[src/rtl/filter_unpad_if.sv]
// Pixel stream bundle between the filter output and filter_unpad.
// Coordinate outputs oX/oY exist only when FILTER_UNPAD_COORD_EN is defined.
interface filter_unpad_if;
    logic        iValid;
    logic [23:0] iData;
    logic [23:0] oData;
    logic        oValid;
    logic        oDone;
`ifdef FILTER_UNPAD_COORD_EN
    logic [31:0] oX;
    logic [31:0] oY;
`endif

    modport master (
        output iValid, iData,
        input  oData, oValid, oDone
`ifdef FILTER_UNPAD_COORD_EN
        , input oX, oY
`endif
    );

    modport slave (
        input  iValid, iData,
        output oData, oValid, oDone
`ifdef FILTER_UNPAD_COORD_EN
        , output oX, oY
`endif
    );
endinterface

[src/rtl/filter_unpad.sv]
// Drops the zero border around each padded frame and forwards interior pixels,
// pulsing oDone after the last padded pixel. Optional oX/oY via FILTER_UNPAD_COORD_EN.
module filter_unpad #(
    parameter int unsigned width      = 320,
    parameter int unsigned height     = 240,
    parameter int unsigned kernelSize = 7
) (
    input  logic          clk,
    input  logic          reset,
    filter_unpad_if.slave bus
);
    localparam int unsigned B  = (kernelSize - 1) / 2;
    localparam int unsigned PW = width + 2 * B;
    localparam int unsigned PH = height + 2 * B;

    typedef enum logic [1:0] {S_TOP, S_BODY, S_BOTTOM} state_t;

    // With no border the frame starts directly in the body region.
    localparam state_t START_STATE = (B > 0) ? S_TOP : S_BODY;

    state_t      state;
    state_t      next_state;
    logic [31:0] col;
    logic [31:0] row;
    logic [31:0] next_row;
    logic        last_col;
    logic        pass;

    // Next state is derived from the next row value so that empty border regions
    // (kernelSize 1) are skipped without special-case transitions.
    always_comb begin
        last_col   = (col == PW - 1);
        pass       = (state == S_BODY) && (col >= B) && (col < B + width);
        next_row   = (row == PH - 1) ? '0 : row + 32'd1;
        next_state = S_BOTTOM;
        if (next_row < B)
            next_state = S_TOP;
        else if (next_row < B + height)
            next_state = S_BODY;
    end

    always_ff @(posedge clk) begin
        if (reset) begin
            state      <= START_STATE;
            col        <= '0;
            row        <= '0;
            bus.oData  <= '0;
            bus.oValid <= 1'b0;
            bus.oDone  <= 1'b0;
`ifdef FILTER_UNPAD_COORD_EN
            bus.oX     <= '0;
            bus.oY     <= '0;
`endif
        end else begin
            bus.oValid <= 1'b0;
            bus.oDone  <= 1'b0;
            if (bus.iValid) begin
                if (pass) begin
                    bus.oData  <= bus.iData;
                    bus.oValid <= 1'b1;
`ifdef FILTER_UNPAD_COORD_EN
                    bus.oX     <= col - B;
                    bus.oY     <= row - B;
`endif
                end
                if (last_col) begin
                    col       <= '0;
                    row       <= next_row;
                    state     <= next_state;
                    bus.oDone <= (row == PH - 1);
                end else begin
                    col <= col + 32'd1;
                end
            end
        end
    end
endmodule
[src/flat_wrapper.sv]
// flat-port wrapper written by rule: the top's interface ports become plain ports
module filter_unpad_flat 
#(
    parameter int unsigned width      = 320,
    parameter int unsigned height     = 240,
    parameter int unsigned kernelSize = 7
)
  (clk, reset, bus_iValid, bus_iData, bus_oData, bus_oValid, bus_oDone);
  filter_unpad_if bus_i ();
  input  logic clk;
  input  logic reset;
  input wire logic [$bits(bus_i.iValid)-1:0] bus_iValid;
  input wire logic [$bits(bus_i.iData)-1:0] bus_iData;
  output wire logic [$bits(bus_i.oData)-1:0] bus_oData;
  output wire logic [$bits(bus_i.oValid)-1:0] bus_oValid;
  output wire logic [$bits(bus_i.oDone)-1:0] bus_oDone;
  assign bus_i.iValid = bus_iValid;
  assign bus_i.iData = bus_iData;
  assign bus_oData = bus_i.oData;
  assign bus_oValid = bus_i.oValid;
  assign bus_oDone = bus_i.oDone;
  filter_unpad #(.width(width), .height(height), .kernelSize(kernelSize)) u_core (.clk(clk), .reset(reset), .bus(bus_i));
endmodule
[config.mk]
export PLATFORM = sky130hd
export DESIGN_NAME = filter_unpad_flat
export DESIGN_NICKNAME = d
export VERILOG_FILES = /design/src/rtl/filter_unpad_if.sv /design/src/rtl/filter_unpad.sv /design/src/flat_wrapper.sv
export SDC_FILE = /design/constraint.sdc
export NUM_CORES = 1
export LEC_CHECK = 0
export ABC_AREA = 1
export CAP_MARGIN = 25
export CORE_MARGIN = 2
export CORE_UTILIZATION = 34
export CTS_CLUSTER_SIZE = 10
export DETAILED_ROUTE_END_ITERATION = 7
export SLEW_MARGIN = 5
export SYNTH_ARGS = -nofsm -noshare
export SYNTH_HDL_FRONTEND = slang
export SYNTH_SLANG_ARGS = --single-unit
export TNS_END_PERCENT = 20
[constraint.sdc]
create_clock -name clk -period 1.8 [get_ports clk]
set_input_delay 0.36 -clock clk [delete_from_list [all_inputs] [get_ports clk]]
set_output_delay 0.36 -clock clk [all_outputs]
set_load 0.005 [all_outputs]
---- Yosys cells after proc, flatten, opt, wreduce, memory -nomap -nowiden ----
Cells that the tools add are included.
Widths: inputs -> output; s select.
storage, ports and cells
  flip-flop bits (word level) ............. 92
  word-level logic and storage cells ...... 28
  output and inout port bits .............. 26
  bits of input ports ..................... 27
cells by class
  reduce and logical (&&, ||, !) cells .... 6
  multiplexer cells ....................... 5
  bitwise logic cells ..................... 2
  equal/unequal tests ..................... 3
  add/sub/neg operators ................... 2
  $lt $le $gt $ge ......................... 4
operators by type and width
  operator               count
  $add 32x1->32 const B  2
  $mux 32                2
  $eq 32x8->1 const B    1
  $eq 32x9->1 const B    1
  $ge 32x2->1 const B    1
  $lt 32x2->1 const B    1
  $lt 32x8->1 const B    1
  $lt 32x9->1 const B    1
  $mux 2                 2
  $reduce_and 2->1       2
  $reduce_or 3->1        1
  $eq 2x1->1 const B     1
  $logic_and 1x1->1      2
  $not 1->1              2
  $reduce_or 2->1        1
  $mux 1                 1

---- Depth between registers and ports, before layout ----
  word-level depth ........................ 5
  mapped depth ............................ 15
  gate-level depth less buffers ........... 15

---- Worst setup path before layout ----
OpenSTA, ideal clock, no wires.
  path kind ............................... register to register
  start point ............................. reg u_core.row[0]
  end point ............................... reg u_core.state[1]
  clock period less this slack ............ 1,834 ps
  setup time .............................. 113 ps
  cell stages (with the launch flop) ...... 15
  arrival time ............................ 1,720 ps
  data required time ...................... 1,687 ps
  setup slack ............................. -34 ps
  buffers on the path ..................... 0
  cells stage by stage .................... dfxtp_1 ha_1 nand3_2 inv_2 nand2_2 nor2_1 nand2_1 nand2_1 nand2_1 nor2_1 nand2_1 nor2_2 nand2_1 nand3_1 nand2_1
between the ends
  cells in the longest elaborated chain, start to end .. 5
  elaborated cells on any way between the ends .. 7
  classes of those cells .................. 1 x add/sub; 2 x order compare; 1 x eq/ne; 3 x mux
RTL lines
  item                                                 line                RTL
  from (decl)                                          filter_unpad.sv:24  logic [31:0] row;
  from (signal assigned)                               filter_unpad.sv:68  row <= next_row;
  $add 32x1->32 / $eq 32x8->1 (equally long branches)  filter_unpad.sv:34  next_row = (row == PH - 1) ? '0 : row + 32'd1;
  $mux 32 (*)                                          filter_unpad.sv:34
  $lt 32x8->1                                          filter_unpad.sv:38  else if (next_row < B + height)
  $mux 2                                               filter_unpad.sv:38
  $mux 2 (*)                                           filter_unpad.sv:36  if (next_row < B)
  to (signal assigned)                                 filter_unpad.sv:69  state <= next_state;
  to (decl)                                            filter_unpad.sv:21  state_t state;
Every way passes the cells marked *; elsewhere a longest branch is shown, timed or not.
A chain may end at the register's enable or synchronous reset.

---- Final worst setup path ----
  start point ............................. reg u_core.row[13]
  end point ............................... reg u_core.state[1]
The elaborated chain is that of the path after synthesis.

==> summary.txt <==
Die
  – Ports: 53
  – Die area: 16900 µm²
  – Starting Density: 34.4%
  – Number of placement rows: 46
  – Core area: 15700 µm²
  – Die H: 130 µm
  – Die W: 130 µm

Route
  – Initial DRC Count: 444
  – Drt total wl: 16600 µm
  – ANT nets after route: 0
  – Vias/cell: 4.84
  – Routed vias: approximately 6000
  – First drt pass iteration count: 5
  – WL per Instance: 13.3 µm
  – Number of remaining DRC errors: 0

Timing
  – Final Hold Vio Count: 0
  – Max_slew headroom: 75.3%
  – Final setup margin: -39.6 ps
  – Layout Skew: 10.1 ps
  – Max Slew Vio Count: 0
  – Min cycle time layout: 1840 ps
  – Unrepaired setup endpoints after global routing: yes
  – Achievable Freq: 544 MHz
  – Final setup fails: 5
  – Slew @ Worst Pin: ~370 ps
  – Setup TNS: -101 ps
  – Final period util: 102%

Placed design
  – IO buf count: 52
  – DPL Wire Length: 11900 µm
  – Placer Congestion: slightly above 0.9
  – DP Area: 6970 µm²

Synth
  – Post-synthesis compound-gate area fraction: 14.1%
  – Yosys cell types: 37
  – Mux cell area share after synthesis: 0%
  – Mapped Area: 5410 µm²
  – Post-synthesis register bit count: 92
  – Sequential share of the synthesized area: 34.0%
  – Synth Area in Adders: less than 1%
  – Post-Synth Simple-Gate Area: 39.9%
  – Yosys warning count: 0
  – Synth Area in XOR/XNOR: 1.94%
  – Combinational family with the most area after synthesis: simple AND/OR/NAND/NOR gates
  – Post-Synthesis Cells: 849
  – Avg Cell Area, Syn: between 6 and 7 µm²
  – Post-synth net total: 880

Finish
  – Fraction of layout cells with a size suffix above 1: 32.3%
  – FILL cells: approximately 1500
  – Commonest non-fill, non-tap cell in the layout: nand2_1
  – Most frequent cells in the layout: nand2_1 (191), buf_4 (125), inv_1 (86)
  – Nets: 1056
  – Post-Layout Inst Area: 8120 µm²
  – Number of diodes: 0
  – Area grow syn2layout: 50.0%

Critical path
  – Startpoint Class: flip-flop
  – Reg2reg path depth: 13
  – RR Startpoint: u_core.row[13]
  – Crit path max-delay cell type: dfxtp_4
  – R2R Path End: u_core.state[1]
  – Worst path max stage delay: ~380 ps
  – CP bufs+invs: 0
  – Most used cell, CP: nand2_1
  – Crit path depth: 13
  – Req. time, crit path: 2060 ps
  – Crit Path Category: flip-flop to flip-flop
  – CP Capture Type: flip-flop
  – Crit path to: u_core.state[1]
  – CP arrival: 2100 ps
  – Delay-heaviest family, CP: simple AND/OR/NAND/NOR gates
  – R2R Setup Slk: -40 ps
  – CP Launch Point: u_core.row[13]
  – CP Cell Sequence: nand2_2 -> nor2_2 -> nand2_1 -> nor2_2 -> nand3_1 -> nand2_2 -> nand2_1 -> nor2_1 -> nand2_1 -> nor2_4 -> nand2_2 -> nand3_1 -> nand2_1
  – Crit Path Max Fanout: 6

Global route
  – Initial antenna violation count: 0
  – Most Crowded Layer GR: met2
  – Vias in the first global route: around 5400
  – Grt met3 use: 2.62%
  – First-pass GRT wire length: 26000 µm
  – Met2 Use GR: 32.3%
  – GR Overflow Total: 0
  – Largest net degree at the start of global routing: 50
  – Met1 Use GR: 25.2%
  – GRT Util Overall: 19.2%

Power and ir drop
  – Clock share of power: 46.8%
  – Sw frac: 25.4%
  – Net switching power: 1.05 mW
  – Pleak: roughly 3.2 nW
  – Logic pwr share: 4.5%
  – Worst vdd ir: 0.000598 V
  – Internal power: a little over 3 mW
  – Reg power frac: 48.8%
  – Pwr Density: around 510 nW/µm²

CTS
  – CTS tree: done
  – Root Buffer: clkbuf_16
  – Htree depth: 3
  – Clock Tree Buf Depth: 2
  – TritonCTS buffer count: 9
  – Worst-path clk slew: 80 ps
  – Clock Latency Late Sink: 360 ps
  – Clk sinks: 92

Run status
  – Outcome: finished, violations left
  – Violated checks: setup timing

Worst hold path
  – Path type of the worst min-delay path: flip-flop to flip-flop

Job
  – Max_cap viols: 0
-- worst reg2reg max path, stage by stage, from the launching register on --
cell,delay (ps)
dfxtp_4,380
nand2_2,80
nor2_2,150
nand2_1,120
nor2_2,190
nand3_1,110
nand2_2,90
nand2_1,50
nor2_1,100
nand2_1,120
nor2_4,170
nand2_2,60
nand3_1,80
nand2_1,50
-- power by group through the flow --
stage               Combinational (mW)  Sequential [mW]  Clock, mW
floorplan                       0.0696             2.09          0
global placement                 0.170             2.09          0
detailed placement               0.170             2.09          0
CTS                              0.170             2.03       1.98
global route                     0.203             2.02       2.06
finish                           0.184             2.02       1.94
-- cells in the mapped netlist, drive strengths merged --
| cell type | count | area share [%] |
|---|---|---|
| nor4 | 8 | 0.92 |
| nand3b | 9 | 1.2 |
| a21o | 1 | 0.14 |
| nor2 | 137 | 10 |
| a21boi | 1 | 0.14 |
| xor2 | 12 | 1.9 |
| nand2 | 230 | 16 |
| nor3b | 6 | 0.92 |
| clkinv | 1 | 0.069 |
| inv | 96 | 6.7 |
| nand4 | 14 | 1.8 |
| dfxtp | 92 | 34 |
| a211oi | 2 | 0.28 |
| clkbuf | 11 | 0.76 |
| nor3 | 26 | 2.8 |
| or2 | 1 | 0.12 |
| o21ai | 45 | 4.2 |
| ha | 4 | 0.92 |
| o22ai | 25 | 3.7 |
| a21oi | 58 | 5.4 |
| o21a | 2 | 0.28 |
| buf | 12 | 1.5 |
| nand3 | 56 | 5.4 |
-- cell families (layout without fill, tap and decap cells) --
group,count (synthesis),after routing
AND/OR/NAND/NOR,487,487
AO/OA/AOI/OAI,134,134
buffers and inverters,120,301
flip-flops,92,92
XOR/XNOR,12,12
adder cells (fa/ha/maj),4,4
-- worst min-delay path by stage --
stage | start | to | depth (start not counted)
2_1_floorplan | u_core.state[1] | u_core.state[1] | 2
3_3_place_gp | u_core.bus.oData[12] | u_core.bus.oData[12] | 2
3_5_place_dp | u_core.bus.oData[8] | u_core.bus.oData[8] | 2
4_1_cts | u_core.bus.oData[8] | u_core.bus.oData[8] | 2
5_1_grt | u_core.bus.oData[13] | u_core.bus.oData[13] | 2
6_report | u_core.bus.oData[8] | u_core.bus.oData[8] | 2
-- flip-flops by register name, indices dropped and copies added, names as in the netlist --
| signal | count |
|---|---|
| u_core.bus.oValid | 1 |
| u_core.state | 2 |
| u_core.bus.oData | 24 |
| u_core.col | 32 |
| u_core.bus.oDone | 1 |
| u_core.row | 32 |
-- metal layers --
metal,routed length (µm),up-vias
met3,567,20
li1,-,3134
met2,7920,134
met5,0,-
met1,7710,2742
met4,369,0
-- cell type report --
type	count	area [µm²]	area share, %
inverter	97	375	4.62
clock inverter	7	65.1	0.801
multi-input combinational	637	3660	45.0
tap	216	270	3.33
sequential	92	1920	23.6
timing repair inverter	1	7.51	0.0925
clock buffer	9	225	2.77
timing repair buffer	187	1600	19.7
-- what timing repair did --
| action | CTS | global route |
|---|---|---|
| pin swaps | 28 | 55 |
| gates resized for setup | 82 | 150 |
| hold buffers | 0 | 0 |
| gates cloned | 0 | 1 |
| buffers inserted | 11 | 10 |
| setup endpoints to repair | 36 | 80 |
-- stage by stage --
step                      power (mW)  instances  hold slack [ps]  setup slack, ps  util [%]
after floorplan                 2.16        849              427             31.1         -
after global placement          2.26       1208              431             -440      44.4
after detailed placement        2.26       1208              436             -434      44.4
after CTS                       4.19       1235              445            -32.3      48.3
after global routing            4.28       1246              459             -163      51.7
final                           4.14       1246              443            -39.6      51.7
No activity file was read; power rests on OpenSTA's default activity.
